$ cat config.mk
export PLATFORM = sky130hd
export DESIGN_NAME = exe_mult_unit
export DESIGN_NICKNAME = d
export VERILOG_FILES = /design/src/rtl/exe_mult_unit.sv
export SDC_FILE = /design/constraint.sdc
export NUM_CORES = 1
export LEC_CHECK = 0
export BUFFER_PORTS_ARGS = -buffer_cell sky130_fd_sc_hd__buf_2
export CORE_ASPECT_RATIO = 0.7
export CORE_MARGIN = 10
export CORE_UTILIZATION = 54
export CTS_BUF_LIST = sky130_fd_sc_hd__clkbuf_4 sky130_fd_sc_hd__clkbuf_8
export CTS_CLUSTER_SIZE = 8
export DETAILED_ROUTE_END_ITERATION = 7
export MAX_ROUTING_LAYER = met4
export PLACE_DENSITY = 0.75
export SYNTH_ARGS = -nofsm -noshare
export SYNTH_HDL_FRONTEND = slang
export SYNTH_SLANG_ARGS = --single-unit
$ cat constraint.sdc
create_clock -name clk -period 5.5 [get_ports clk]
set_input_delay 0.275 -clock clk [delete_from_list [all_inputs] [get_ports clk]]
set_output_delay 0.275 -clock clk [all_outputs]
set_load 0.02 [all_outputs]
$ cat src/rtl/exe_mult_unit.sv
// exe_mult_unit: iterative shift-add signed multiplier that stalls the pipeline and commits the product to HI/LO
module exe_mult_unit #(
  parameter int WORD_LEN = 32,
  parameter int EXE_CMD_LEN = 4,
  parameter logic [EXE_CMD_LEN-1:0] MULT_CMD = 4'd10
) (
  input  logic                   clk,
  input  logic                   rst,
  input  logic [EXE_CMD_LEN-1:0] exe_cmd,
  input  logic                   valid,
  input  logic                   flush,
  input  logic [WORD_LEN-1:0]    val1,
  input  logic [WORD_LEN-1:0]    val2,
  output logic                   stall,
  output logic                   done,
  output logic [WORD_LEN-1:0]    hi,
  output logic [WORD_LEN-1:0]    lo
);
  localparam int CW = $clog2(WORD_LEN);
  typedef enum logic [1:0] {IDLE, RUN, DONE} state_t;
  state_t state;
  logic [2*WORD_LEN-1:0] mcand, acc, acc_nxt;
  logic [WORD_LEN-1:0] mplier, abs1, abs2;
  logic [CW-1:0] count;
  logic neg, start, last;
  always_comb begin
    start = valid && exe_cmd == MULT_CMD && !flush;
    abs1 = val1[WORD_LEN-1] ? -val1 : val1;
    abs2 = val2[WORD_LEN-1] ? -val2 : val2;
    acc_nxt = acc + (mplier[0] ? mcand : '0);
    last = count == CW'(WORD_LEN - 1);
    stall = state == IDLE ? start : state == RUN && !flush;
  end
  always_ff @(posedge clk) begin
    if (rst) begin
      state <= IDLE;
      hi <= '0;
      lo <= '0;
      count <= '0;
      done <= 1'b0;
      acc <= '0;
      mcand <= '0;
      mplier <= '0;
      neg <= 1'b0;
    end else begin
      done <= 1'b0;
      case (state)
        IDLE: if (start) begin
          mcand <= {{WORD_LEN{1'b0}}, abs1};
          mplier <= abs2;
          neg <= val1[WORD_LEN-1] ^ val2[WORD_LEN-1];
          acc <= '0;
          count <= '0;
          state <= RUN;
        end
        RUN: if (flush) state <= IDLE;
        else begin
          acc <= acc_nxt;
          mcand <= mcand << 1;
          mplier <= mplier >> 1;
          count <= count + 1'b1;
          if (last) begin
            {hi, lo} <= neg ? -acc_nxt : acc_nxt;
            done <= 1'b1;
            state <= DONE;
          end
        end
        default: state <= IDLE;
      endcase
    end
  end
endmodule

==> results.cfg, run 1 <==
[outcome]
status = complete, no violations

[critical_path]
worst_setup_path_start_kind = register
cp.arrival_ns = 5.64
crit_required_ns = 5.94
end_kind = register
critical_path_class = reg -> reg
cp_max_fo = 57

[timing]
timing.fmax_mhz = 192
setup_viol_count_final = 0
finalWorstSetupSlack_ns = 0.300
skew_ns = 0.0494
relSlewSlack_pct = 22.6
fin_crit_ns = 5.20
min_period_over_period_pct = 94.5
hold_violations = 0
rsz0062_at_grt = no
setup_tns_ns = 0
finalMaxSlewViolations = 0
worstMarginPinSlew_ns = 1.16

[clocking]
clkSinkCount = 233
postCtsSetupBuffers = 0
clkTransAtPathRegs_ns = 0.06
h-tree-depth = 2
cts_inserted_buffers = 39
clk_path_buf_depth = 3
insertion_delay_ns = 0.61
root_buffer = clkbuf_8
cts_tree = built

[synthesis]
synth_seq_area_share_pct = 27.5
synth_cell_types = 96
yosys.area.top_type = dfxtp_1
syn_nets = 2449
synth.area.top_cells = dfxtp_1, a21oi_1, nand2_1
synth-seq-cells = 233
yosysTopAreaCellShare_pct = 27.5
yosysWarnings = 0
synth_flop_cell = dfxtp_1
async_flop_share_pct = 0
yosys-top-cells-count = nand2_1, nor2_1, a21oi_1, dfxtp_1, clkbuf_1
avgSynthCellArea_um2 = 7.35
netlist_area_mm2 = 0.0170
synth_edf_count = 0
synth.most_common_cell = nand2_1
synth_cells = 2308

[global_routing]
use_met3_pct = 15.0
grt_pass1_wl_mm = 94.2
met1_usage_pct = 44.5
gr-usage-all-layers_pct = 31.3
grt_start_max_net_pins = 86
antenna_found_initial = 2
grt-busiest-layer = met1
groute.layer.met2.usage_pct = 38.5
grt_pass1_vias = 16400
grt_overflow = 0

[min_path]
hold_class = in -> reg

[layout]
drive_gt1_share_pct = 12.1
multi_input_area_mm2 = 0.0116
final_nets = 2506
area_delta_synth_final_pct = 10.3
nFillCells = 2949
seq_area_mm2 = 0.00467

[floorplanning]
die_h_um = 168
dieArea_mm2 = 0.0390
start_util_pct = 54.6
io_pins = 138
num_rows = 54
core-area_mm2 = 0.0311
die_w_um = 232

[job]
cap_violations = 0

[drt]
via_per_inst = 6.42
drt_pre_antenna_iters = 6
antenna_left = 0
wl_mm = 62.1
drt_iter0_markers = 2128
wl_per_cell_um = 22.1
drcViolationCount = 0
vias = 18000

[place]
dpl_worst_slack_ns = 0.366
port_buffers = 137
dp_hpwl_mm = 48.7
place_congestion = 1.05

[pwr]
power_leakage_nw = 7.29
powerDensity_mw_per_mm2 = 191
vdd_drop_max_v = 0.000168
==> state kept, by name (all words and copies together) (netlist names), 2 cells and up <==
name,cells
state,2
count,5
lo,32
hi,32
mplier,32
mcand,64
acc,64
==> cell type report <==
class	count	area share, %
clock inverter	8	0.796
sequential	233	24.9
multi-input combinational	1891	61.9
timing repair buffer	179	5.54
tap	420	2.81
inverter	21	0.421
clock buffer	53	3.53
antenna	2	0.0267
==> placed cells by master, fill, tap and decap left out, types with 12 or more instances in the layout <==
master	n
xor2_1	74
o21ai_0	103
nor2_1	252
a211oi_1	92
inv_1	21
a31oi_1	25
a22oi_1	43
nor4_1	12
or3_1	44
dfxtp_1	232
o211ai_1	22
ha_1	68
nand2_1	262
nor3_1	35
and2_1	78
nand3_1	106
and3_1	13
or4_1	16
buf_2	136
o31ai_1	30
a21oi_1	234
buf_4	38
clkbuf_8	42
o21a_1	18
nand4_1	45
a21o_1	29
nand2b_1	16
o41ai_1	12
xnor2_1	75
o21ai_1	31
==> per-stage QoR <==
stage | hold slack (ns) | power, mW | util [%] | cell area [um^2] | cells
final | 0.0317 | 3.57 | 60.2 | 18700 | 2807
after detailed placement | 0.438 | 1.90 | 57.5 | 17900 | 2742
after floorplan | 0.411 | 1.84 | - | 17000 | 2308
after global routing | 0.0228 | 3.67 | 60.2 | 18700 | 2807
after CTS | 0.00437 | 3.58 | 60.2 | 18700 | 2805
after global placement | 0.434 | 1.90 | 57.5 | 17900 | 2742
==> repair_timing <==
item,CTS,global route
gates resized for setup,0,2
endpoints found under the hold margin,2,0
hold buffers,2,0
setup endpoints to repair,0,5
==> worst max-delay path: stages (launching register included) <==
cell,delay [ns]
dfxtp_1,0.47
buf_12,0.25
and2_1,0.21
ha_1,0.37
a21oi_1,0.42
o21ai_0,0.30
a21oi_1,0.21
a31oi_1,0.21
nor3_1,0.54
xor2_1,0.24
nand4_1,0.38
nor4b_4,0.51
nand4_2,0.22
o21ai_0,0.28
xor2_1,0.30
o21ai_0,0.11
==> where the power goes <==
part / internal, mW / switching (mW)
clock: 0.962 / 0.734
combinational: 0.0625 / 0.111
sequential: 1.69 / 0.00350
==> cell families (layout without fill, tap and decap cells) <==
kind of cell	count (synthesis)	after routing	synth area share, %
compound gates	723	723	27.6
xor+xnor	149	149	7.69
fa+ha+maj	69	69	5.13
buf+inv	184	261	4.35
flops	233	233	27.5
mux	9	9	0.546
other cells	0	2	0
simple gates	941	941	27.2
==> layer usage <==
| layer | vias to the layer above | wire length [um] |
|---|---|---|
| met2 | 923 | 22500 |
| met1 | 8499 | 29200 |
| met5 | - | 0 |
| met3 | 62 | 9460 |
| li1 | 8540 | - |
| met4 | 0 | 947 |
==> final timing paths <==
path	depth (start not counted)	startpoint	slack [ns]	to
min	4	val1[3]	0.03	mcand[3]
max	15	mplier[0]	0.30	hi[26]
max reg2reg	15	mplier[0]	0.30	hi[26]
min reg2reg	2	lo[15]	0.45	lo[15]
(Power assumes the default switching activity.)
==> run 2, diff against run 1 <==
--- a/config.mk
+++ b/config.mk
@@ -10,6 +10,7 @@
 export CORE_MARGIN = 10
 export CORE_UTILIZATION = 54
 export CTS_BUF_LIST = sky130_fd_sc_hd__clkbuf_4 sky130_fd_sc_hd__clkbuf_8
+export CTS_CLUSTER_DIAMETER = 80
 export CTS_CLUSTER_SIZE = 8
 export DETAILED_ROUTE_END_ITERATION = 7
 export MAX_ROUTING_LAYER = met4
==> constraint.sdc (replaced) <==
create_clock -name clk -period 6.8 [get_ports clk]
set_input_delay 0.34 -clock clk [delete_from_list [all_inputs] [get_ports clk]]
set_output_delay 0.34 -clock clk [all_outputs]
set_load 0.02 [all_outputs]
==> results.cfg, run 2 (synthesis gave the netlist of run 1 again) <==
[global_routing]
grt_pass1_vias = 15900
grt_pass1_wl_mm = 91.2
gr-usage-all-layers_pct = 30.1
grt_start_max_net_pins = 86
grt_overflow = 0
antenna_found_initial = 2

[timing]
skew_ns = 0.0456
worstMarginPinSlew_ns = 1.08
min_period_over_period_pct = 81.0
rsz0062_at_grt = no
fin_crit_ns = 5.51
setup_viol_count_final = 0
setup_tns_ns = 0
finalMaxSlewViolations = 0
relSlewSlack_pct = 27.8
hold_violations = 0
timing.fmax_mhz = 181

[place]
port_buffers = 137
postPlaceCellArea_mm2 = 0.0177
place_congestion = 1.04
dp_hpwl_mm = 46.7

[pwr]
vdd_drop_max_v = 0.000160
powerDensity_mw_per_mm2 = 139
p_sw_share_pct = 25.3
p_int_mw = 1.89
power_frac_seq_pct = 54.2
comb_power_share_pct = 5.4
power_leakage_nw = 7.05
p_switching_uw = 641
fin_total_pwr_mw = 2.53
pwr-share-clk_pct = 40.4

[layout]
nFillCells = 2987
stdcell_area_mm2 = 0.0183
mostFrequentLayoutCells = nand2_1, nor2_1, a21oi_1
area_delta_synth_final_pct = 7.61
final_common_cell = nand2_1
final_nets = 2485
top_regs = acc: 64 flops, mcand: 64 flops
drive_gt1_share_pct = 10.6

[min_path]
holdPathStages = 3
hold_class = in -> reg
min_from = val1[0]
worst_hold_path.endpoint = mcand[0]

[critical_path]
worstReg2RegEnd = hi[31]
end_kind = register
slowest_stage = dfxtp_1
critical_path_class = reg -> reg
crit_required_ns = 7.25
worst_setup_path_start_kind = register
slowest_delay_ns = 0.63
crit_family = simple AND/OR/NAND/NOR gates
path_cells = and2_1, ha_1, inv_1, fa_1, nand2b_1, a21oi_1, o21ai_0, and3_1, a21oi_1, xnor2_1, nand4_2, nor4_4, nand4_1, nor3_1, mux2i_1, nand2_1
worstRegToRegCells = 16
crit_top_cell = a21oi_1
cp.arrival_ns = 5.96
critPathBufInv = 1
ff2ff_setup_slack_ns = 1.29
r2r-start = mplier[0]
cp_max_fo = 22

[floorplanning]
dieArea_mm2 = 0.0390
num_rows = 54
io_pins = 138
core-area_mm2 = 0.0311
start_util_pct = 54.6
die_h_um = 168
die_w_um = 232

[clocking]
cts_resized = 0
clkSinkCount = 233
cts_hold_buf = 0
cts_tree = built
insertion_delay_ns = 0.59
root_buffer = clkbuf_8
postCtsSetupBuffers = 0
h-tree-depth = 2
cts_inserted_buffers = 35
clkTransAtPathRegs_ns = 0.06
clk_path_buf_depth = 3

[drt]
vias = 17900
drt_iter0_markers = 2387
drt_pre_antenna_iters = 6
via_per_inst = 6.45
antenna_left = 0
wl_mm = 59.6
wl_per_cell_um = 21.5
drcViolationCount = 0

[outcome]
status = complete, no violations

[job]
cap_violations = 0
run 2: cell count changes in the layout (fill, tap and decap cells not counted), sizes merged:
cell / before / now
bufinv: 4 / 0
clkinvlp: 1 / 0
diode: 2 / 3
clkinv: 2 / 1
buf: 177 / 162
dlygate4sd3: 2 / 0
inv: 22 / 23
clkbuf: 53 / 36
run 2: worst max path at each step:
stage               from      to  slack [ns]  cells after the start
2_1_floorplan  mplier[0]  hi[31]        2.26                     18
3_3_place_gp   mplier[0]  hi[31]        1.45                     16
3_5_place_dp   mplier[0]  hi[31]        1.44                     16
4_1_cts        mplier[0]  hi[31]        1.38                     16
5_1_grt        mplier[0]  hi[31]        0.84                     16
6_report       mplier[0]  hi[31]        1.29                     16
run 2: power groups by stage:
stage	logic, mW	clock network [mW]	registers [mW]
floorplan	0.0843	0	1.40
global placement	0.132	0	1.40
detailed placement	0.136	0	1.40
CTS	0.136	1.04	1.37
global route	0.151	1.08	1.37
finish	0.136	1.02	1.37
run 2: per-stage QoR:
stage / setup WS [ns] / std cells / utilization, % / hold slack [ns]
final: 1.29 / 2769 / 58.7 / 0.0548
after global routing: 0.841 / 2768 / 58.7 / 0.0556
after CTS: 1.38 / 2766 / 58.7 / 0.0313
after detailed placement: 1.44 / 2727 / 57.1 / 0.439
after global placement: 1.45 / 2727 / 57.1 / 0.433
after floorplan: 2.26 / 2308 / - / 0.432
run 2: final cells by class:
class / instances / area [um^2] / area share, %
tap: 420 / 526 / 2.88
clock buffer: 36 / 489 / 2.68
multi-input combinational: 1891 / 11600 / 63.5
inverter: 21 / 78.8 / 0.432
clock inverter: 3 / 26.3 / 0.144
antenna: 3 / 7.51 / 0.0411
timing repair buffer: 162 / 880 / 4.82
sequential: 233 / 4670 / 25.6
run 2: worst min-delay path, stage by stage:
cell	delay (ns)
buf_2	0.12
nand2_1	0.06
a21oi_1	0.05
run 2: layer usage:
metal / global-route usage [%] / up-vias / part of all wire, %
met3: 11.8 / 71 / 15
li1: - / 8478 / -
met2: 37.1 / 947 / 36
met1: 44.6 / 8356 / 47
met5: - / - / 0
met4: 4.59 / 0 / 1.3
==> run 3, diff against run 2 <==
--- a/config.mk
+++ b/config.mk
@@ -5,6 +5,7 @@
 export SDC_FILE = /design/constraint.sdc
 export NUM_CORES = 1
 export LEC_CHECK = 0
+export ABC_AREA = 1
 export BUFFER_PORTS_ARGS = -buffer_cell sky130_fd_sc_hd__buf_2
 export CORE_ASPECT_RATIO = 0.7
 export CORE_MARGIN = 10
@@ -14,7 +15,7 @@
 export CTS_CLUSTER_SIZE = 8
 export DETAILED_ROUTE_END_ITERATION = 7
 export MAX_ROUTING_LAYER = met4
-export PLACE_DENSITY = 0.75
+export PLACE_DENSITY = 0.77
 export SYNTH_ARGS = -nofsm -noshare
 export SYNTH_HDL_FRONTEND = slang
 export SYNTH_SLANG_ARGS = --single-unit
==> constraint.sdc (replaced) <==
create_clock -name clk -period 4.6 [get_ports clk]
set_input_delay 0.23 -clock clk [delete_from_list [all_inputs] [get_ports clk]]
set_output_delay 0.23 -clock clk [all_outputs]
set_load 0.02 [all_outputs]
==> results.cfg, run 3 <==
[layout]
top_regs = acc: 64 flops, mcand: 64 flops
area_delta_synth_final_pct = 9.68
mostFrequentLayoutCells = nand2_1, inv_1, nor2_1
final_common_cell = nand2_1
drive_gt1_share_pct = 8.02
fin_util_pct = 60.1
final_nets = 3665
fin_cells = 4000

[floorplanning]
start_util_pct = 54.8
die_h_um = 177
core-area_mm2 = 0.0347
num_rows = 57
dieArea_mm2 = 0.0432
io_pins = 138
die_w_um = 244

[drt]
vias = 22500
wl_per_cell_um = 19.3
drt_pre_antenna_iters = 7
antenna_left = 0
drcViolationCount = 0
drt_iter0_markers = 3196
wl_mm = 77.2
via_per_inst = 5.63

[place]
dp_hpwl_mm = 60.3
place_congestion = 1.18
dpl_worst_slack_ns = 0.403
dp.cells = 3940
port_buffers = 137

[critical_path]
critical_path_class = reg -> reg
worst_setup_path_start_kind = register
ff2ff_setup_slack_ns = 0.20
crit_path_start = mplier[0]
crit_required_ns = 5.06
r2r-start = mplier[0]
end_kind = register
worstRegToRegCells = 22
worstReg2RegEnd = hi[12]
cp.arrival_ns = 4.86
endpoint = hi[12]
cp_max_fo = 4

[clocking]
cts_tree = built
h-tree-depth = 2
insertion_delay_ns = 0.61
postCtsSetupBuffers = 0
cts_inserted_buffers = 35
clkSinkCount = 233
clkTransAtPathRegs_ns = 0.07
root_buffer = clkbuf_8
clk_path_buf_depth = 3

[timing]
hold_violations = 1
timing.fmax_mhz = 227
skew_ns = 0.0379
setup_viol_count_final = 0
holdWs_ns = -0.00187
relSlewSlack_pct = 34.5
min_period_over_period_pct = 95.6
finalWorstSetupSlack_ns = 0.203
finalMaxSlewViolations = 0
fin_crit_ns = 4.40
worstMarginPinSlew_ns = 0.983

[synthesis]
synth_cells = 3423
yosysWarnings = 0
synth-seq-cells = 233
syn_nets = 3564
synth.most_common_cell = nand2_1
synth.area.top_cells = nand2_1, dfxtp_1, inv_1
avgSynthCellArea_um2 = 5.55
synth_seq_area_share_pct = 24.6
synth_edf_count = 0
netlist_area_mm2 = 0.0190
async_flop_share_pct = 0
yosysTopAreaCellShare_pct = 25.0
yosys-top-cells-count = nand2_1, inv_1, nor2_1, a21oi_1, dfxtp_1
synth_flop_cell = dfxtp_1
synth_cell_types = 43
yosys.area.top_type = nand2_1

[pwr]
fin_total_pwr_mw = 3.97
power_leakage_nw = 11.4
vdd_drop_max_v = 0.000214
powerDensity_mw_per_mm2 = 191

[job]
cap_violations = 0

[global_routing]
grt_start_max_net_pins = 146
grt_pass1_wl_mm = 115
antenna_found_initial = 2
grt_overflow = 0
grt_pass1_vias = 19800
gr-usage-all-layers_pct = 35.1

[outcome]
status = complete, but fails checks
violations = hold timing

[min_path]
hold_class = in -> reg
==> run 3: area by class of cell <==
cell class | count | area (um^2)
fill | 3539 | 13800
multi-input combinational | 2532 | 11900
sequential | 233 | 4670
inverter | 551 | 2070
timing repair buffer | 171 | 1050
tap | 472 | 591
clock buffer | 35 | 482
clock inverter | 5 | 76.3
antenna | 1 | 2.50
==> run 3: critical path, cell delays in order, from the launching register on <==
cell and delay (ns):
dfxtp_2 0.47, nand2_1 0.09, inv_1 0.07, ha_1 0.27, inv_1 0.08, fa_1 0.39, inv_1 0.19, nand2_1 0.15
nand2_1 0.15, nand3_1 0.14, nand2_1 0.19, nand2_1 0.13, nand3_1 0.24, nand2_1 0.15, nand3_1 0.09, nand2_1 0.21
nor2_1 0.19, nand2_1 0.06, nor2_1 0.33, nand3_1 0.14, nand2_2 0.13, xor2_1 0.30, a21oi_1 0.11
==> run 3: metrics by stage <==
step	cell area, um^2	TNS (ns)
after floorplan	19000	0
after global placement	20000	0
after detailed placement	20000	0
after CTS	20800	0
after global routing	20800	-0.00579
final	20800	0
==> run 3: metal layers <==
metal	track usage, %	vias to the layer above	share of wire, %
li1	-	10800	-
met1	49.6	10200	44
met2	45.4	1343	38
met3	11.8	159	15
met4	10.7	0	3.2
met5	-	-	0
==> run 3: what timing repair did <==
action	in CTS	in global routing
gates resized for setup	0	5
setup endpoints to repair	0	5
endpoints found under the hold margin	18	0
hold buffers	18	0
==> run 3: power breakdown <==
| group | switching [mW] | leakage (nW) | total [mW] | internal, mW |
|---|---|---|---|---|
| combinational | 0.185 | 9.25 | 0.282 | 0.0970 |
| clock | 0.897 | 0.288 | 1.65 | 0.756 |
| sequential | 0.00735 | 1.88 | 2.03 | 2.03 |
| total | 1.09 | 11.4 | 3.97 | 2.88 |
==> run 3: how the worst min path moves through the flow <==
| stage | start | to | slack [ns] | cells after the start |
|---|---|---|---|---|
| 2_1_floorplan | val1[0] | mcand[0] | 0.38 | 2 |
| 3_3_place_gp | acc[6] | acc[6] | 0.46 | 2 |
| 3_5_place_dp | acc[5] | acc[5] | 0.46 | 2 |
| 4_1_cts | val1[28] | mcand[28] | 0.001 | 3 |
| 5_1_grt | val1[28] | mcand[28] | 0.03 | 3 |
| 6_report | val1[19] | mcand[19] | -0.002 | 4 |
==> run 3: kinds of logic (layout without fill, tap and decap cells) <==
group	after synthesis	in the layout	synth area share, %
compound gates	484	484	13.4
xor+xnor	67	67	3.09
fa+ha+maj	69	69	4.59
buf+inv	658	762	13.0
flops	233	233	24.6
other cells	0	1	0
simple gates	1912	1912	41.4
